==> src/rtl/calc_pkg.sv <==
// Shared definitions for the calculator front-end: operation encodings,
// sequencer state encoding and the fixed divide-by-zero result word.
package calc_pkg;

    // Operation codes understood by the combinational calculator
    localparam logic [1:0] OP_ADD = 2'b00;
    localparam logic [1:0] OP_SUB = 2'b01;
    localparam logic [1:0] OP_MUL = 2'b10;
    localparam logic [1:0] OP_DIV = 2'b11;

    // Result word substituted for a division by zero when the guard is built in
    localparam logic [15:0] DIVZERO_RESULT = 16'hFFFF;

    // Frame sequencer states: three byte-collection states, one calculate
    // cycle and an output hold state
    typedef enum logic [2:0] {
        GET_OP,
        GET_A,
        GET_B,
        CALC,
        OUT
    } state_t;

    // True in the states that sit between the first and last byte of a frame,
    // where an idle input stream counts towards the inter-byte timeout
    function automatic logic isFrameBody(input state_t s);
        return (s == GET_A) || (s == GET_B);
    endfunction

    // True in every state that is willing to take a byte from the stream
    function automatic logic acceptsByte(input state_t s);
        return (s == GET_OP) || (s == GET_A) || (s == GET_B);
    endfunction

endpackage

==> src/rtl/calc_timeout_ctr.sv <==
// Idle-cycle counter used by stream front-ends to drop stalled frames.
// expire_o rises combinationally in the cycle that would make the LIMIT-th
// consecutive enabled cycle; the counter restarts from zero after that cycle.
// LIMIT = 0 disables expiry entirely.
module calc_timeout_ctr #(
    parameter int unsigned LIMIT = 255
) (
    input  logic clk,
    input  logic rst,
    input  logic clear_i,
    input  logic enable_i,
    output logic expire_o
);

    localparam int unsigned CW        = (LIMIT < 2) ? 1 : $clog2(LIMIT);
    localparam int unsigned LAST      = (LIMIT == 0) ? 0 : LIMIT - 1;
    localparam logic        HAS_LIMIT = (LIMIT != 0);

    logic [CW-1:0] count_q;
    logic [CW-1:0] count_d;
    logic          atLast;

    assign atLast   = (count_q == CW'(LAST));
    assign expire_o = HAS_LIMIT & enable_i & ~clear_i & atLast;

    // Next count: restart on clear or on expiry, otherwise advance while enabled
    always_comb begin
        count_d = count_q;
        if (clear_i || expire_o) begin
            count_d = '0;
        end else if (enable_i && HAS_LIMIT) begin
            count_d = count_q + CW'(1);
        end
    end

    // Count register, cleared immediately by reset
    always_ff @(posedge clk or posedge rst) begin
        if (rst) begin
            count_q <= '0;
        end else begin
            count_q <= count_d;
        end
    end

endmodule

==> src/rtl/calc_frame_sequencer.sv <==
// Front-end for the combinational calculator. Collects op / first / second
// bytes from a valid/ready stream, presents them to the calculator, captures
// the 16-bit answer one cycle later and holds it on a valid/ready output.
// A stalled partial frame is dropped after TIMEOUT_CYCLES idle cycles.
// Build option: define CALC_DIVZERO_GUARD_EN to replace any division by zero
// with DIVZERO_RESULT flagged by out_err.
module calc_frame_sequencer
    import calc_pkg::*;
#(
    parameter int unsigned TIMEOUT_CYCLES = 255
) (
    input  logic        clk,
    input  logic        rst,
    input  logic        in_valid,
    output logic        in_ready,
    input  logic [7:0]  in_data,
    output logic [7:0]  calc_first,
    output logic [7:0]  calc_second,
    output logic [1:0]  calc_op,
    input  logic [15:0] calc_result,
    output logic        out_valid,
    input  logic        out_ready,
    output logic [15:0] out_result,
    output logic        out_err,
    output logic        frame_abort
);

    state_t      state_q;
    logic [1:0]  calcOp_q;
    logic [7:0]  calcFirst_q;
    logic [7:0]  calcSecond_q;
    logic [15:0] outResult_q;
    logic        outValid_q;
    logic        frameAbort_q;

    logic        inXfer;
    logic        ctrClear;
    logic        ctrEnable;
    logic        timeoutExpire;
    logic        unused_op_bits;

    // Only the low two bits of the op byte select an operation
    assign unused_op_bits = ^in_data[7:2];

    assign in_ready  = acceptsByte(state_q);
    assign inXfer    = in_valid & in_ready;

    // Idle cycles only count while a frame is partially collected; any accepted
    // byte or leaving the frame body restarts the count
    assign ctrEnable = isFrameBody(state_q) & ~inXfer;
    assign ctrClear  = inXfer | ~isFrameBody(state_q);

    calc_timeout_ctr #(
        .LIMIT(TIMEOUT_CYCLES)
    ) u_timeout (
        .clk     (clk),
        .rst     (rst),
        .clear_i (ctrClear),
        .enable_i(ctrEnable),
        .expire_o(timeoutExpire)
    );

`ifdef CALC_DIVZERO_GUARD_EN
    logic outErr_q;
    logic divByZero;

    assign divByZero = (calcOp_q == OP_DIV) && (calcSecond_q == 8'h00);

    // Error flag follows each captured result and is otherwise left alone
    always_ff @(posedge clk or posedge rst) begin
        if (rst) begin
            outErr_q <= 1'b0;
        end else if (state_q == CALC) begin
            outErr_q <= divByZero;
        end
    end

    assign out_err = outErr_q;
`else
    assign out_err = 1'b0;
`endif

    // Frame sequencing FSM with all calculator-facing and result outputs registered
    always_ff @(posedge clk or posedge rst) begin
        if (rst) begin
            state_q      <= GET_OP;
            calcOp_q     <= 2'b00;
            calcFirst_q  <= 8'h00;
            calcSecond_q <= 8'h00;
            outResult_q  <= 16'h0000;
            outValid_q   <= 1'b0;
            frameAbort_q <= 1'b0;
        end else begin
            frameAbort_q <= 1'b0;
            case (state_q)
                GET_OP: begin
                    if (inXfer) begin
                        calcOp_q <= in_data[1:0];
                        state_q  <= GET_A;
                    end
                end
                GET_A: begin
                    if (inXfer) begin
                        calcFirst_q <= in_data;
                        state_q     <= GET_B;
                    end else if (timeoutExpire) begin
                        frameAbort_q <= 1'b1;
                        state_q      <= GET_OP;
                    end
                end
                GET_B: begin
                    if (inXfer) begin
                        calcSecond_q <= in_data;
                        state_q      <= CALC;
                    end else if (timeoutExpire) begin
                        frameAbort_q <= 1'b1;
                        state_q      <= GET_OP;
                    end
                end
                CALC: begin
`ifdef CALC_DIVZERO_GUARD_EN
                    outResult_q <= divByZero ? DIVZERO_RESULT : calc_result;
`else
                    outResult_q <= calc_result;
`endif
                    outValid_q  <= 1'b1;
                    state_q     <= OUT;
                end
                OUT: begin
                    if (out_ready) begin
                        outValid_q <= 1'b0;
                        state_q    <= GET_OP;
                    end
                end
                default: begin
                    outValid_q <= 1'b0;
                    state_q    <= GET_OP;
                end
            endcase
        end
    end

    assign calc_op     = calcOp_q;
    assign calc_first  = calcFirst_q;
    assign calc_second = calcSecond_q;
    assign out_result  = outResult_q;
    assign out_valid   = outValid_q;
    assign frame_abort = frameAbort_q;

endmodule

==> config.mk <==
export PLATFORM = sky130hd
export DESIGN_NAME = calc_frame_sequencer
export DESIGN_NICKNAME = d
export VERILOG_FILES = /design/src/rtl/calc_pkg.sv /design/src/rtl/calc_timeout_ctr.sv /design/src/rtl/calc_frame_sequencer.sv
export SDC_FILE = /design/constraint.sdc
export NUM_CORES = 1
export LEC_CHECK = 0
export ABC_AREA = 1
export CAP_MARGIN = 20
export CORE_UTILIZATION = 25
export CTS_BUF_LIST = sky130_fd_sc_hd__clkbuf_4
export DETAILED_ROUTE_END_ITERATION = 16
export PLACE_DENSITY = 0.45
export SYNTH_ARGS = -nofsm -noshare
export SYNTH_HDL_FRONTEND = slang
export SYNTH_HIERARCHICAL = 1
export SYNTH_SLANG_ARGS = --single-unit
==> constraint.sdc <==
create_clock -name clk -period 1.9 [get_ports clk]
set_input_delay 0.19 -clock clk [delete_from_list [all_inputs] [get_ports clk]]
set_output_delay 0.19 -clock clk [all_outputs]
set_load 0.02 [all_outputs]
==> results.tsv <==
stage	metric	value	unit
run_status	status	completed	
placed_design	Final HPWL DP	3.489	mm
timing	setup violators final	0	
route	DR vias/cell	4.054	
timing	Tcrit/Tclk final	88.05	%
synthesis	Yosys Warn Count	6	
timing	Worst Tran Pin Value	0.5123	ns
synthesis	top cell type's share of synthesized area	55.23	%
hold_path	hold crit path type	in2async	
synthesis	Synth Area in Adders	1.175	%
route	DRC violations left	0	
synthesis	Syn Inst Count	254	
synthesis	most common cell in the netlist	nand2_1	
critical_path	crit-path cells	inv_1 -> nand3_2 -> nand2_2 -> nand2_2 -> inv_2 -> nand3_1 -> nor4_1 -> inv_1 -> nand2_1 -> nand2_1 -> nand2_1 -> nand2_1	
timing	clk_skew	0.01924	ns
placed_design	routability cong.	0.7055	
synthesis	Synth area leader	dfrtp_1	
critical_path	CP Capture Type	register	
synthesis	Simple-Gate Fraction of Synth Area	30.49	%
synthesis	Synth Register Bits	47	
synthesis	syn_area_per_cell	8.384	um2
synthesis	XOR/XNOR Fraction of Synth Area	0.8226	%
die	Core ar.	0.008217	mm2
route	DRT Wirelength	5.010	mm
critical_path	CP arrival	1.94	ns
timing	max_slew headroom	65.84	%
clock_network	CTS root buffer	clkbuf_4	
global_routing	GRT Util Overall	11.96	%
die	initial core utilization	25.92	%
synthesis	Syn Nets	284	
clock_network	CTS clk-pin slew, worst paths	0.16	ns
final_layout	number of diodes	0	
synthesis	Netlist cell types	22	
synthesis	Synth area leaders	dfrtp_1 (55%), nand2_1 (18%), nand3_1 (5.9%)	
placed_design	PortBufs	64	
synthesis	number of synthesized flops with an enable pin	0	
power	Leakage	1.409	nW
timing	post-route minimum period	1.673	ns
timing	Total Neg Setup Slack	0	ns
critical_path	CP most frequent cell	nand2_1	
final_layout	fin util	35.88	%
clock_network	H-tree Lvls	2	
timing	Peak Freq	597.8	MHz
final_layout	share of layout cells above drive strength 1	8.978	%
synthesis	multiplexer share of the synthesized area	0	%
clock_network	Post-CTS Setup Bufs	0	
synthesis	synthesized area	0.002130	mm2
power	Total Power	4.394	mW
critical_path	crit path kind	reg2reg	
global_routing	initial antenna violation count	0	
synthesis	largest family of logic cells by synthesized area	simple AND/OR/NAND/NOR gates	
die	Die Width	94.30	um
clock_network	Num CTS Buffers	5	
synthesis	sequential share of the synthesized area	55.23	%
flow_run	max_cap viols	0	
route	First DRT Iteration DRCs	51	
clock_network	Longest Clk Path Bufs	2	
critical_path	Setup crit start kind	register	
final_layout	Area Overhead vs Synth	38.43	%
global_routing	pin count of the biggest net entering global routing	40	
critical_path	Critical Path RT	2.17	ns
power	Max VDD drop	0.6199	mV
die	row count	33	
route	Vias	1735	
clock_network	# clock sinks	47	
power	power density over cell area	1491	mW/mm2
timing	Worst Slack Setup Final	0.2271	ns
clock_network	worst-skew pair later-pin latency	0.38	ns
critical_path	Worst Path Max Fanout	7	
die	full die area	0.008892	mm2
die	Die Y	94.30	um
final_layout	Final Cell Area	0.002948	mm2
synthesis	prevailing post-synth register cell	dfrtp_1	
placed_design	pre-CTS setup slack	0.07140	ns
global_routing	number of global-route vias before repair	1723	
timing	final number of max-transition violations	0	
global_routing	first-pass GRT wire length	8.197	mm
timing	Hold Fails Final Rpt	0	
global_routing	total global routing overflow	0	
route	First-pass DRT Iterations	4	
route	Detail Route Antenna Nets	0	
route	DR WL/cell	11.71	um
critical_path	largest stage delay on the critical path	0.47	ns
timing	unrepaired setup endpoints after global routing	no	
placed_design	area post-placement	0.002868	mm2
final_layout	layout net count	352	
synthesis	Synth top cells by count	nand2_1 (102), dfrtp_1 (47), nand3_1 (25), inv_1 (23), nor2_1 (14)	
synthesis	asr flop ratio synth	100.0	%
synthesis	post-synthesis compound-gate area fraction	4.524	%
die	io pins	66	
critical_path	critical path's slowest cell	dfrtp_1	
clock_network	CTS tree	done	
==> cells by family after synthesis <==
logic type	count (synthesis)
DFF	47
AOI/OAI and AO/OA	17
adders and majority gates	2
other	1
buffers and inverters	32
xor gates and xnor gates	2
and+or+nand+nor	153
==> metrics by stage <==
step,hold WS [ns],cells
4_1_cts,0.08562,428
2_1_floorplan,0.005658,254
3_3_place_gp,0.4553,420
3_5_place_dp,0.4597,420
5_1_grt,0.1105,428
6_report,0.08297,428
==> critical path: cells and delay by family, from the launching register on <==
kind,cells,cell delay [ns]
simple gates,9,0.72
buf+inv,3,0.37
flops,1,0.47
==> registers in the layout, summed over array words and instances (netlist names) <==
signal,flops
out_valid,1
frame_abort,1
calc_second,8
out_result,16
calc_op,2
calc_first,8
u_timeout/count_q,8
state_q,3
==> cells in the final DEF, fill, tap and decap left out, types with 2 or more instances in the layout <==
cell	Yosys	final
ha_1	2	2
o21ai_1	2	2
clkdlybuf4s50_1	0	63
nor2_4	2	2
dfrtp_1	47	47
nand3_1	25	25
inv_2	1	2
nand2_2	6	6
nor2_1	14	14
buf_4	5	5
nor2_2	2	2
a21oi_1	3	3
nand2_1	102	102
inv_1	23	22
clkbuf_4	0	5
o21ai_0	9	9
o21ai_2	2	2
==> path summary, 6_finish.rpt <==
check,start,slack (ns),depth (start not counted),end
setup / recovery,state_q[2],0.23,12,state_q[0]
hold / removal,rst,0.08,2,u_timeout/count_q[1]
setup reg to reg,state_q[2],0.23,12,state_q[0]
hold reg to reg,out_result[10],0.49,2,out_result[10]
max in group asynchronous,rst,1.29,3,out_result[12]
min in group clk,calc_result[6],0.36,3,out_result[6]
==> final cells by class <==
type,count,area (um2)
clock buffers,5,37.54
clock inverters,3,43.79
fillers,851,5269
inverters,24,90.09
multi-input cells,175,792.0
flip-flops and latches,47,1176
well taps,105,131.4
repair buffers,69,676.9
==> report_power, final <==
group | internal [mW] | total [mW] | switching (mW)
Clock | 0.277 | 0.622 | 0.345
Sequential | 1.38 | 1.59 | 0.212
Combinational | 0.942 | 2.18 | 1.24
==> what timing repair did <==
item / in CTS / in global routing
cloned: 0 / 0
resized for setup: 1 / 1
hold buffers: 0 / 0
setup endpoints to repair: 1 / 1
==> per-layer routing <==
| layer | global-route usage (%) | up-vias | wire, um |
|---|---|---|---|
| met5 | 0 | - | 0 |
| met2 | 19.26 | 46 | 2230 |
| met1 | 15.04 | 771 | 2346 |
| met4 | 4.231 | 0 | 84 |
| li1 | - | 913 | - |
| met3 | 3.641 | 5 | 348 |
No activity file was read; power rests on OpenSTA's default activity.
